## config.mk

```make
export PLATFORM = sky130hd
export DESIGN_NAME = rv32_bus_timer
export DESIGN_NICKNAME = d
export VERILOG_FILES = /design/src/rtl/rv32_bus_timer.sv
export SDC_FILE = /design/constraint.sdc
export NUM_CORES = 1
export LEC_CHECK = 0
export CAP_MARGIN = 20
export CORE_ASPECT_RATIO = 0.75
export CORE_MARGIN = 2
export CORE_UTILIZATION = 49
export DETAILED_ROUTE_END_ITERATION = 8
export PLACE_DENSITY = 0.78
export SYNTH_ARGS = -nofsm -noshare
export SYNTH_HDL_FRONTEND = slang
export SYNTH_SLANG_ARGS = --single-unit
export TNS_END_PERCENT = 1
```

## constraint.sdc

```tcl
create_clock -name clk -period 3 [get_ports clk]
set_input_delay 0.9 -clock clk [delete_from_list [all_inputs] [get_ports clk]]
set_output_delay 0.9 -clock clk [all_outputs]
set_load 0.02 [all_outputs]
```

## src/rtl/rv32_bus_timer.sv

```systemverilog
// rtl/rv32_bus_timer.sv - memory-mapped prescaled timer with compare match, auto-reload and level irq
module rv32_bus_timer #(
  parameter int CNT_W = 32,
  parameter int PSC_W = 16
) (
  input  logic        clk,
  input  logic        reset,
  input  logic        sel,
  input  logic        busWe,
  input  logic [31:0] busAddr,
  input  logic [31:0] busWData,
  output logic [31:0] rdata,
  output logic        irq
);

  localparam logic [2:0] OFF_CTRL   = 3'd0;
  localparam logic [2:0] OFF_PSC    = 3'd1;
  localparam logic [2:0] OFF_CNT    = 3'd2;
  localparam logic [2:0] OFF_CMP    = 3'd3;
  localparam logic [2:0] OFF_STATUS = 3'd4;

  localparam logic [PSC_W-1:0] PSC_ONE = PSC_W'(1);
  localparam logic [CNT_W-1:0] CNT_ONE = CNT_W'(1);

  logic             ctrl_en;
  logic             ctrl_ie;
  logic             ctrl_auto;
  logic [PSC_W-1:0] psc;
  logic [PSC_W-1:0] psc_cnt;
  logic [CNT_W-1:0] cnt;
  logic [CNT_W-1:0] cmp;
  logic             match;

  logic       wr;
  logic [2:0] off;
  logic       tick;
  logic       hit;

  assign off  = busAddr[4:2];
  assign wr   = sel & busWe;
  assign tick = ctrl_en & (psc_cnt == psc);
  // Compare always sees the pre-edge CMP, so a same-edge CMP write cannot affect this tick.
  assign hit  = tick & (cnt == cmp);

  logic unused_bits;
  assign unused_bits = &{1'b0, busAddr[31:5], busAddr[1:0], busWData};

  always_ff @(posedge clk or negedge reset) begin
    if (!reset) begin
      ctrl_en   <= 1'b0;
      ctrl_ie   <= 1'b0;
      ctrl_auto <= 1'b0;
      psc       <= '0;
      psc_cnt   <= '0;
      cnt       <= '0;
      cmp       <= '1;
      match     <= 1'b0;
    end else begin
      if (wr && off == OFF_CTRL) begin
        ctrl_en   <= busWData[0];
        ctrl_ie   <= busWData[1];
        ctrl_auto <= busWData[2];
      end

      if (wr && off == OFF_PSC) begin
        psc     <= busWData[PSC_W-1:0];
        psc_cnt <= '0;
      end else if (wr && off == OFF_CNT) begin
        psc_cnt <= '0;
      end else if (ctrl_en) begin
        psc_cnt <= tick ? '0 : psc_cnt + PSC_ONE;
      end

      if (wr && off == OFF_CNT) begin
        cnt <= busWData[CNT_W-1:0];
      end else if (tick) begin
        cnt <= (hit && ctrl_auto) ? '0 : cnt + CNT_ONE;
      end

      if (wr && off == OFF_CMP) begin
        cmp <= busWData[CNT_W-1:0];
      end

      // Setting a match takes priority over a same-edge write-1-to-clear.
      if (hit) begin
        match <= 1'b1;
      end else if (wr && off == OFF_STATUS && busWData[0]) begin
        match <= 1'b0;
      end
    end
  end

  always_comb begin
    rdata = '0;
    if (sel) begin
      case (off)
        OFF_CTRL:   rdata = {29'b0, ctrl_auto, ctrl_ie, ctrl_en};
        OFF_PSC:    rdata = 32'(psc);
        OFF_CNT:    rdata = 32'(cnt);
        OFF_CMP:    rdata = 32'(cmp);
        OFF_STATUS: rdata = {31'b0, match};
        default:    rdata = '0;
      endcase
    end
  end

  assign irq = match & ctrl_ie;

endmodule

```

# Word level (Yosys, flattened, before mapping)
# Cells that the tools add are included.
# word_totals
reg_bits,100
latch_bits,0
ram_bits,0
mem_bits_ro,0
input_bits,68
output_inout_bits,33
word_cells,42
memories,0
# op_classes
addsub,2
n_mul,0
div_mod_pow,0
n_lt_le_gt_ge,0
eq_ne,6
n_shift,0
mux,11
n_bitwise,4
reduce_logical,11
# ops
op,n
32-bit case mux with 5 select lines,1
32-bit 2-to-1 mux,4
16-bit 2-to-1 mux,4
32-bit by 1-bit adder with 32-bit output (second input constant),1
32-bit equality test,1
16-bit by 1-bit adder with 16-bit output (second input constant),1
16-bit equality test,1
1-bit logical AND,7
3-bit by 2-bit equality test with 1-bit output (second input constant),2
1-bit bitwise AND,4
2-bit nonzero test,2
3-bit by 1-bit equality test with 1-bit output (second input constant),1
3-bit equality test (second input constant),1
3-bit logical NOT,1
3-bit nonzero test,1
1-bit 2-to-1 mux,2

# Longest topological paths before layout
# Gate-level depths: netlist (run 1).
# depth
depth_word,7
mapped_depth,10
depth_no_buf,8

# Least setup slack after synthesis (run 1)
# Ideal clock, no wire load.
# synth_path
path_kind,in2out
startpoint,in busAddr[3]
endpoint,out rdata[21]
t_arrival_ns,2.432
required_time_ns,2.100
setup_slack_ns,-0.332
cell_stages,5
n_path_buf,3
cell_sequence,clkbuf_1 -> clkbuf_1 -> nand3b_1 -> clkbuf_1 -> nor2_1
# synth_via
elab_chain_cells,3
elab_cells_between_ends,7
classes_between,eq/ne (4); mux (2); reduce/logical (1)
# synth_rtl
item,line,rtl
start: declaration,10,"input logic [31:0] busAddr,"
3-bit equality test (tied with other cells),96,case (off)
32-bit case mux with 5 select lines *,96,
32-bit 2-to-1 mux *,95,if (sel) begin
end: declaration,12,"output logic [31:0] rdata,"
# Mark *: on every way between the ends. The rest lies on a longest branch, timed or not.

# Final worst setup path (run 1)
# layout_path
startpoint,in busAddr[3]
endpoint,out rdata[4]
# The elaborated chain is that of the path after synthesis.

==> impl_metrics.yaml, run 1 <==
global_routing:
  overflow: 0
  grt_start_max_net_pins: 54
  grt_pass1_vias: 5166
  grt_use_total_pct: 26.6
  grt_pass1_wl_um: 27900
  grt_antenna_before_repair: 0
logic_synthesis:
  syn_area_per_cell_um2: 9.73
  synth_most_common_cell: "nor2_1"
  syn_area_um2: 6090
  synthCells: 626
  synth_nets: 696
  ys_top_cells_by_area: "dfrtp_1 (28%), dfstp_2 (14%), mux2_2 (12%)"
  ys_ff_latch: 100
  synthTopCellsByCount: "nor2_1 (96), dfrtp_1 (68), mux2_2 (65), xnor2_1 (45), nand2_1 (39)"
  synth_edf_count: 0
  synth_top_area_cell: "dfrtp_1"
  ys_dominant_reg_cell: "dfrtp_1"
  seq_area_frac_synth_pct: 41.7
  async_reset_ff_share_pct: 100
  yosysTopAreaCellShare_pct: 27.9
  synth.distinct_cells: 50
  yosys_warnings: 0
sta:
  finalSetupViolations: 0
  period_share_pct: 98.5
  fin_skew_ns: 0.00862
  final_hold_viol_count: 0
  relSlewSlack_pct: 47.1
  fin_hold_ws_ns: 0.527
  period_minus_slack_ns: 2.95
  drv_slew: 0
  setup_tns_ns: 0
  rsz0062_at_grt: "no"
  tightest_slew_ns: 0.792
  fmax_mhz: 339
detailed_routing:
  drc: 0
  wl_um: 17000
  postRouteAntennaNets: 0
  drt-initial-drc-count: 567
  first_pass_iters: 6
  viasPerCell: 6.02
  wl_per_cell_um: 19.5
  vias: 5263
clock_tree:
  cts.sinks: 100
  path_clk_slew_ns: 0.07
  cts_buffers: 9
  clk_latency_ns: 0.35
  root_buffer: "clkbuf_16"
  cts_max_level: 3
  cts_tree: "done"
  clk_path_buf_depth: 2
critical_path:
  critPathKind: "in -> out"
  end_kind: "output port"
  cp_max_fo: 6
  required_ns: 2.10
  start_kind: "primary input"
  cp.arrival_ns: 2.05
  path_cells: "buf_2 -> bufbuf_16 -> mux2_2 -> a22oi_2 -> nor2_1 -> buf_2"
  cp_common_cell: "buf_2"
  cpMaxStageDelayCell: "mux2_2"
  r2r_setup_slack_ns: 0.22
  crit_path_max_incr_delay_ns: 0.34
layout:
  drive_above_1_share_pct: 28.4
  final_cell_area_um2: 7410
  syn2layout_area_growth_pct: 21.6
  diodes: 0
  fillers: 988
  layout.nets: 773
  final_util_pct: 60.6
place:
  io_buffer_count: 71
  placed_cell_area_um2: 7190
  dpl.hpwl_um: 12300
  place_congestion: 0.915
hold_path:
  hp-class: "reg -> reg"
die:
  rows: 35
  ios: 101
  die_h_um: 101
  core_um2: 12200
  fp.dieW_um: 133
  start_util_pct: 49.9
  dieArea_um2: 13300
run:
  drv_cap: 0
power_and_ir_drop:
  total_power_w: 0.00463
  power-per-cell-area_nw_per_um2: 625
  p_leak_nw: 3.02
  vdd.ir_drop.worst_uv: 349
run_status:
  status: "completed"
==> metrics by stage <==
step	cells	setup WS, ns
3_5_place_dp	856	-0.736
2_1_floorplan	626	-0.0210
5_1_grt	874	0.000970
6_report	874	0.0463
4_1_cts	874	0.0202
3_3_place_gp	856	-0.704
==> cells by family (layout without fill, tap and decap cells) <==
logic type | after synthesis | after routing | share of synthesized area (%)
XOR/XNOR | 58 | 58 | 8.34
buffers and inverters | 38 | 120 | 2.81
AND/OR/NAND/NOR | 245 | 245 | 20.6
flip-flops | 100 | 100 | 41.7
adder cells (fa/ha/maj) | 2 | 2 | 0.411
multiplexers | 85 | 85 | 15.9
AO/OA/AOI/OAI | 98 | 98 | 10.1
==> critical path: cells and delay by family <==
kind	cells	cell delay (ns)
buffers and inverters	3	0.56
AO/OA/AOI/OAI	1	0.20
AND/OR/NAND/NOR	1	0.06
multiplexers	1	0.34
==> power by group <==
group	total (W)	switching [W]	internal, W	leakage [nW]
logic	0.00126	0.000609	0.000656	1.72
registers	0.00209	0.000383	0.00170	1.14
clock network	0.00127	0.000521	0.000754	0.162
total	0.00463	0.00151	0.00311	3.02
==> state kept, by name (all words and copies together) (netlist names) <==
signal,cells
cmp,32
cnt,32
ctrl_auto,1
ctrl_en,1
ctrl_ie,1
match,1
psc,16
psc_cnt,16
==> cell type report <==
| class | instances | area (um^2) | share of cell area, % |
|---|---|---|---|
| multi-input combinational | 488 | 3400 | 45.9 |
| sequential | 100 | 2540 | 34.3 |
| timing repair buffer | 103 | 927 | 12.5 |
| clock buffer | 10 | 239 | 3.23 |
| tap | 166 | 208 | 2.80 |
| clock inverter | 6 | 87.6 | 1.18 |
| inverter | 1 | 3.75 | 0.0507 |
==> what timing repair did <==
item                       in CTS  in global routing
pin swaps                       2                  0
hold buffers                    0                  0
gates cloned                    1                  0
resized for setup             137                  1
setup endpoints to repair      32                  1
setup buffers                   1                  0
==> per-layer routing <==
| metal | track usage, % | share of wire [%] | up-vias |
|---|---|---|---|
| met5 | 0 | 0 | - |
| li1 | - | - | 2396 |
| met1 | 38.4 | 46 | 2601 |
| met2 | 41.8 | 44 | 242 |
| met4 | 5.13 | 1.3 | 0 |
| met3 | 5.93 | 8.7 | 24 |
==> placed cells by master (no fill, tap or decap), types with 4 or more instances in the layout <==
master / instances
nor2_1: 96
dfrtp_1: 68
mux2_2: 65
xnor2_1: 45
nand2_1: 38
clkdlybuf4s50_1: 35
buf_2: 34
dfstp_2: 32
a31oi_1: 26
buf_4: 22
nand3_1: 20
nand4_1: 18
mux2i_1: 17
or3_1: 15
o21ai_0: 14
a22oi_1: 13
xor2_1: 13
a21oi_1: 13
a21o_1: 12
buf_12: 10
o21ai_1: 9
clkbuf_16: 9
and3_1: 8
nand3b_1: 7
nand2b_1: 6
nor2b_1: 5
a22oi_2: 4
or4_1: 4
==> worst paths after layout <==
kind	cells after the start	start	endpoint
worst min register to register	1	psc_cnt[15]	psc_cnt[15]
worst min-delay path	1	psc_cnt[15]	psc_cnt[15]
worst max register to register	7	cnt[0]	cnt[25]
max in group asynchronous	2	reset	cmp[5]
min in group asynchronous	1	reset	cnt[20]
worst max-delay path	6	busAddr[3]	rdata[4]
Note: power is estimated with default switching activity, not from simulation.
==> inputs of run 2 (changes only) <==
--- a/config.mk
+++ b/config.mk
@@ -11,6 +11,8 @@
 export CORE_UTILIZATION = 49
 export DETAILED_ROUTE_END_ITERATION = 8
 export PLACE_DENSITY = 0.78
+export RECOVER_POWER = 25
+export SLEW_MARGIN = 20
 export SYNTH_ARGS = -nofsm -noshare
 export SYNTH_HDL_FRONTEND = slang
 export SYNTH_SLANG_ARGS = --single-unit
==> run 2 against run 1 <==
Net effect:
- combinational power about the same
- clock power about the same
- cell count is the same
- global-route usage is the same
- sequential cell count stayed put
- die area did not move
- final area down 0.24%
- register-to-register slack barely moved
- sequential share of layout area increased by 0.081 points
- critical path depth rose by 1
- non-clock buffer count stayed put
- via count fell by 0.30%
- critical endpoint is now rdata[0]
==> impl_metrics.yaml, run 2 (synthesis results as in run 1) <==
run_status:
  status: "completed"
layout:
  final_cell_mix: "nor2_1 (96), dfrtp_1 (68), mux2_2 (65)"
  final_util_pct: 60.5
  layout.nets: 773
  diodes: 0
  drive_above_1_share_pct: 28.4
  seq_area_um2: 2540
  top_regs: "cmp: 32 flops, cnt: 32 flops"
  multi_input_area_um2: 3400
  syn2layout_area_growth_pct: 21.3
  final_common_cell: "nor2_1"
  fillers: 991
place:
  place_congestion: 0.915
  dpl.hpwl_um: 12300
  pre_cts_slack_ns: -0.736
  io_buffer_count: 71
critical_path:
  cp.arrival_ns: 2.05
  cp_common_cell: "buf_2"
  cpMaxStageDelayCell: "bufbuf_16"
  r2r_setup_slack_ns: 0.21
  critPathKind: "in -> out"
  end_kind: "output port"
  start_kind: "primary input"
  rr_endpoint: "cnt[25]"
  crit_path_max_incr_delay_ns: 0.27
  path_buf_inv: 4
  worstReg2RegStart: "cnt[8]"
  required_ns: 2.10
  rr_worst_depth: 7
  cp_max_fo: 6
  crit_family: "buffers and inverters"
  path_cells: "buf_2 -> bufbuf_16 -> buf_4 -> nor2_1 -> nand3_1 -> a21boi_0 -> buf_2"
global_routing:
  use_met2_pct: 41.8
  grt_antenna_before_repair: 0
  grtUsageMet1_pct: 38.4
  grt_use_total_pct: 26.6
  grt_pass1_vias: 5166
  use_met3_pct: 5.93
  grt_start_max_net_pins: 54
  grt_pass1_wl_um: 27900
  busiest_layer: "met2"
  overflow: 0
die:
  rows: 35
  ios: 101
  dieArea_um2: 13300
  die_h_um: 101
  core_um2: 12200
  fp.dieW_um: 133
  start_util_pct: 49.9
run:
  drv_cap: 0
sta:
  fin_skew_ns: 0.00808
  drv_slew: 0
  finalSetupViolations: 0
  period_share_pct: 98.4
  relSlewSlack_pct: 7.38
  final_hold_viol_count: 0
  setup_tns_ns: 0
  fmax_mhz: 339
  rsz0062_at_grt: "no"
  period_minus_slack_ns: 2.95
  fin_hold_ws_ns: 0.518
  tightest_slew_ns: 1.39
  fin_ws_ns: 0.0467
clock_tree:
  cts.sinks: 100
  path_clk_slew_ns: 0.07
  clk_path_buf_depth: 2
  cts_max_level: 3
  clk_latency_ns: 0.35
  root_buffer: "clkbuf_16"
  cts_buffers: 9
  hold_buffers: 0
  cts_tree: "done"
hold_path:
  worstHoldEndpoint: "psc_cnt[15]"
  whs_path_depth: 1
  hp-start: "psc_cnt[15]"
  hp-class: "reg -> reg"
detailed_routing:
  first_pass_iters: 5
  viasPerCell: 6.00
  drt-initial-drc-count: 608
  drc: 0
  wl_per_cell_um: 19.6
  wl_um: 17100
  vias: 5247
  postRouteAntennaNets: 0
power_and_ir_drop:
  total_power_w: 0.00463
  vdd.ir_drop.worst_uv: 349
  p_leak_nw: 3.02
  power-per-cell-area_nw_per_um2: 626
-- run 2: cell types whose count changed in the layout (fill, tap and decap cells not counted) --
| cell | change |
|---|---|
| clkbuf_2 | +2 |
| buf_12 | -1 |
| buf_4 | -1 |
-- run 2: layout make-up --
type                    count  share of cell area [%]
clock inverters             6                    1.19
multi-input cells         488                    46.0
inverters                   1                  0.0508
repair buffers            103                    12.3
well taps                 166                    2.81
flip-flops and latches    100                    34.4
clock buffers              10                    3.23
-- run 2: worst max-delay path by stage --
stage / startpoint / to / slack, ns / depth (start not counted)
6_report: busAddr[3] / rdata[0] / 0.05 / 7
5_1_grt: busAddr[3] / rdata[15] / 0.001 / 6
4_1_cts: sel / rdata[1] / 0.02 / 5
3_5_place_dp: busAddr[3] / rdata[8] / -0.74 / 7
3_3_place_gp: busAddr[3] / rdata[8] / -0.70 / 7
2_1_floorplan: busAddr[3] / rdata[21] / -0.02 / 5
-- run 2: metrics by stage --
step                      instances  area (um^2)
final                           874         7390
after global routing            874         7390
after CTS                       874         7410
after detailed placement        856         7190
after global placement          856         7190
after floorplan                 626         6090
-- run 2: repair_timing --
| action | 4_1_cts | 5_1_grt |
|---|---|---|
| buffers inserted | 1 | 0 |
| pin swaps | 2 | 0 |
| endpoints found under the setup margin | 32 | 1 |
| cloned | 1 | 0 |
| resized for setup | 137 | 1 |
-- run 2: per-layer routing --
layer  vias up  part of all wire (%)
li1       2388                     -
met3        22                   8.0
met2       235                    45
met5         -                     0
met4         0                   1.2
met1      2602                    46
-- run 2: report_power, final --
part / leakage, nW / switching (W) / internal [W]
clock: 0.162 / 0.000520 / 0.000754
combinational: 1.72 / 0.000611 / 0.000653
sequential: 1.14 / 0.000383 / 0.00170
==> inputs of run 3 (changes only) <==
--- a/config.mk
+++ b/config.mk
@@ -9,6 +9,7 @@
 export CORE_ASPECT_RATIO = 0.75
 export CORE_MARGIN = 2
 export CORE_UTILIZATION = 49
+export CTS_CLUSTER_SIZE = 10
 export DETAILED_ROUTE_END_ITERATION = 8
 export PLACE_DENSITY = 0.78
 export RECOVER_POWER = 25
==> results of run 3 <==
The final DEF is identical to that of run 2; final timing and power are the same.
==> RTL edit (config.mk and constraints of run 1) <==
The parameter `PSC_W` goes from 16 to 32.
--- a/src/rtl/rv32_bus_timer.sv
+++ b/src/rtl/rv32_bus_timer.sv
@@ -1,7 +1,7 @@
 // rtl/rv32_bus_timer.sv - memory-mapped prescaled timer with compare match, auto-reload and level irq
 module rv32_bus_timer #(
   parameter int CNT_W = 32,
-  parameter int PSC_W = 16
+  parameter int PSC_W = 32
 ) (
   input  logic        clk,
   input  logic        reset,
Check against the original RTL: not equivalent (Yosys sat finds a counterexample within 4 cycles, from zero or initial values and one cycle with reset low).
==> RTL edit against run 1 <==
Die area rose by 27%; total power rose by 34%; wire length rose by 40%; clock skew barely moved; first-iteration DRC count rose by 15%; final cell count rose by 26%; setup slack improved by 0.0051 ns; cell area rose by 31%; sequential cell count rose by 32; synthesized area rose by 28%; largest power group unchanged.
==> RTL edit: results <==
group,metric,value,unit
routing,drt_iter0_markers,652,
placed_design,dp_worst_setup_slack,-0.667,ns
global_route,first_global_vias,6463,
power,ir_drop,0.000424,V
placed_design,placed_area,9100,sq um
layout,mostFrequentLayoutCell,"dfrtp_1",
run_status,outcome,"finished, final reports clean",
synthesis,synthArstFlopShare,1.00,
synthesis,seq_area_frac_synth,0.430,
cts,cts_buffers,17,
global_route,grt_first_pass_wirelength,37100,um
global_route,antenna_found_initial,0,
synthesis,synthXorXnorAreaFrac,0.101,
routing,firstDrtPassIters,5,
cts,root_buffer,"clkbuf_16",
synthesis,synth_cell_types,46,
synthesis,synth_nets,858,
synthesis,netlist_top_cells_area,"dfrtp_1, mux2_2, dfstp_2, xor2_1, nor2_1",
synthesis,synth-compound-area-share,0.0994,
cts,h-tree-depth,4,
global_route,grt_util_all_layers,0.290,
routing,vias_per_cell,6.18,
power,p_leak,4.13,nW
global_route,grt_max_degree,48,
layout,nFillCells,1229,
timing,timing.slew.headroom,0.558,
placed_design,dpl.hpwl,16500,um
worst_setup_path,cp_max_fo,7,
cts,clk_latency,0.42,ns
cts,path_clk_slew,0.06,ns
min_path,hp-class,"input pin to async pin",
timing,fin_skew,0.00834,ns
synthesis,synth-adder-area-share,0.00322,
synthesis,synthTopCellsByCount,"nor2_1, dfrtp_1, mux2_2",
layout,nNetsFinal,950,
layout,drive_gt1_frac,0.305,
synthesis,muxShareOfSynthArea,0.149,
placed_design,place.gp.congestion,0.936,
worst_setup_path,r2r_cells,8,
routing,wl,23900,um
-- RTL edit: cell type report --
type	instances	area, sq um	area share
tap	205	256	0.0265
sequential	132	3340	0.345
multi-input combinational	600	4330	0.447
clock buffer	26	479	0.0495
inverter	4	15.0	0.00155
clock inverter	5	100	0.0103
timing repair buffer	125	1150	0.119
-- RTL edit: worst reg2reg max path: cells and delay by family, from the launching register on --
family | cells | cell delay, ns
and+or+nand+nor | 5 | 1.79
DFF | 1 | 0.48
xor gates and xnor gates | 1 | 0.24
buffers and inverters | 1 | 0.21
AOI/OAI and AO/OA | 1 | 0.09
-- RTL edit: through the flow --
step | std cells | power (mW)
after floorplan | 788 | 3.42
after global placement | 1062 | 4.00
after detailed placement | 1062 | 4.06
after CTS | 1097 | 6.17
after global routing | 1097 | 6.44
final | 1097 | 6.19
-- RTL edit: repair_timing --
action                                  in CTS  in global routing
cloned                                       2                  0
resized for setup                          130                 23
hold buffers                                 0                  0
setup buffers                                2                  0
endpoints found under the setup margin      32                 21
-- RTL edit: kinds of logic (layout without fill, tap and decap cells) --
family | count (synthesis) | after routing
xor gates and xnor gates | 90 | 90
and+or+nand+nor | 287 | 287
buffers and inverters | 56 | 160
adders and majority gates | 2 | 2
DFF | 132 | 132
muxes | 101 | 101
AOI/OAI and AO/OA | 120 | 120
-- RTL edit: power breakdown --
part | switching, mW | leakage (nW) | total (mW) | internal [mW]
Sequential | 0.455 | 1.57 | 2.64 | 2.19
Combinational | 0.731 | 2.27 | 1.45 | 0.723
Clock | 0.749 | 0.282 | 2.09 | 1.34
Total | 1.93 | 4.13 | 6.19 | 4.25
-- RTL edit: final timing paths --
| check | start | endpoint | slack [ns] |
|---|---|---|---|
| max in group asynchronous | reset | cmp[28] | 1.75 |
| max | busAddr[3] | rdata[12] | 0.05 |
| min | reset | cnt[7] | 0.50 |
| max reg2reg | cnt[5] | cnt[9] | 0.06 |
| min in group clk | ctrl_ie | ctrl_ie | 0.53 |
| min reg2reg | ctrl_ie | ctrl_ie | 0.53 |
-- RTL edit: metal layers --
layer	track usage	share of wire	vias to the layer above
li1	-	-	3018
met1	0.413	0.42	3356
met2	0.428	0.45	362
met3	0.0879	0.11	47
met4	0.0832	0.020	0
met5	0	0	-
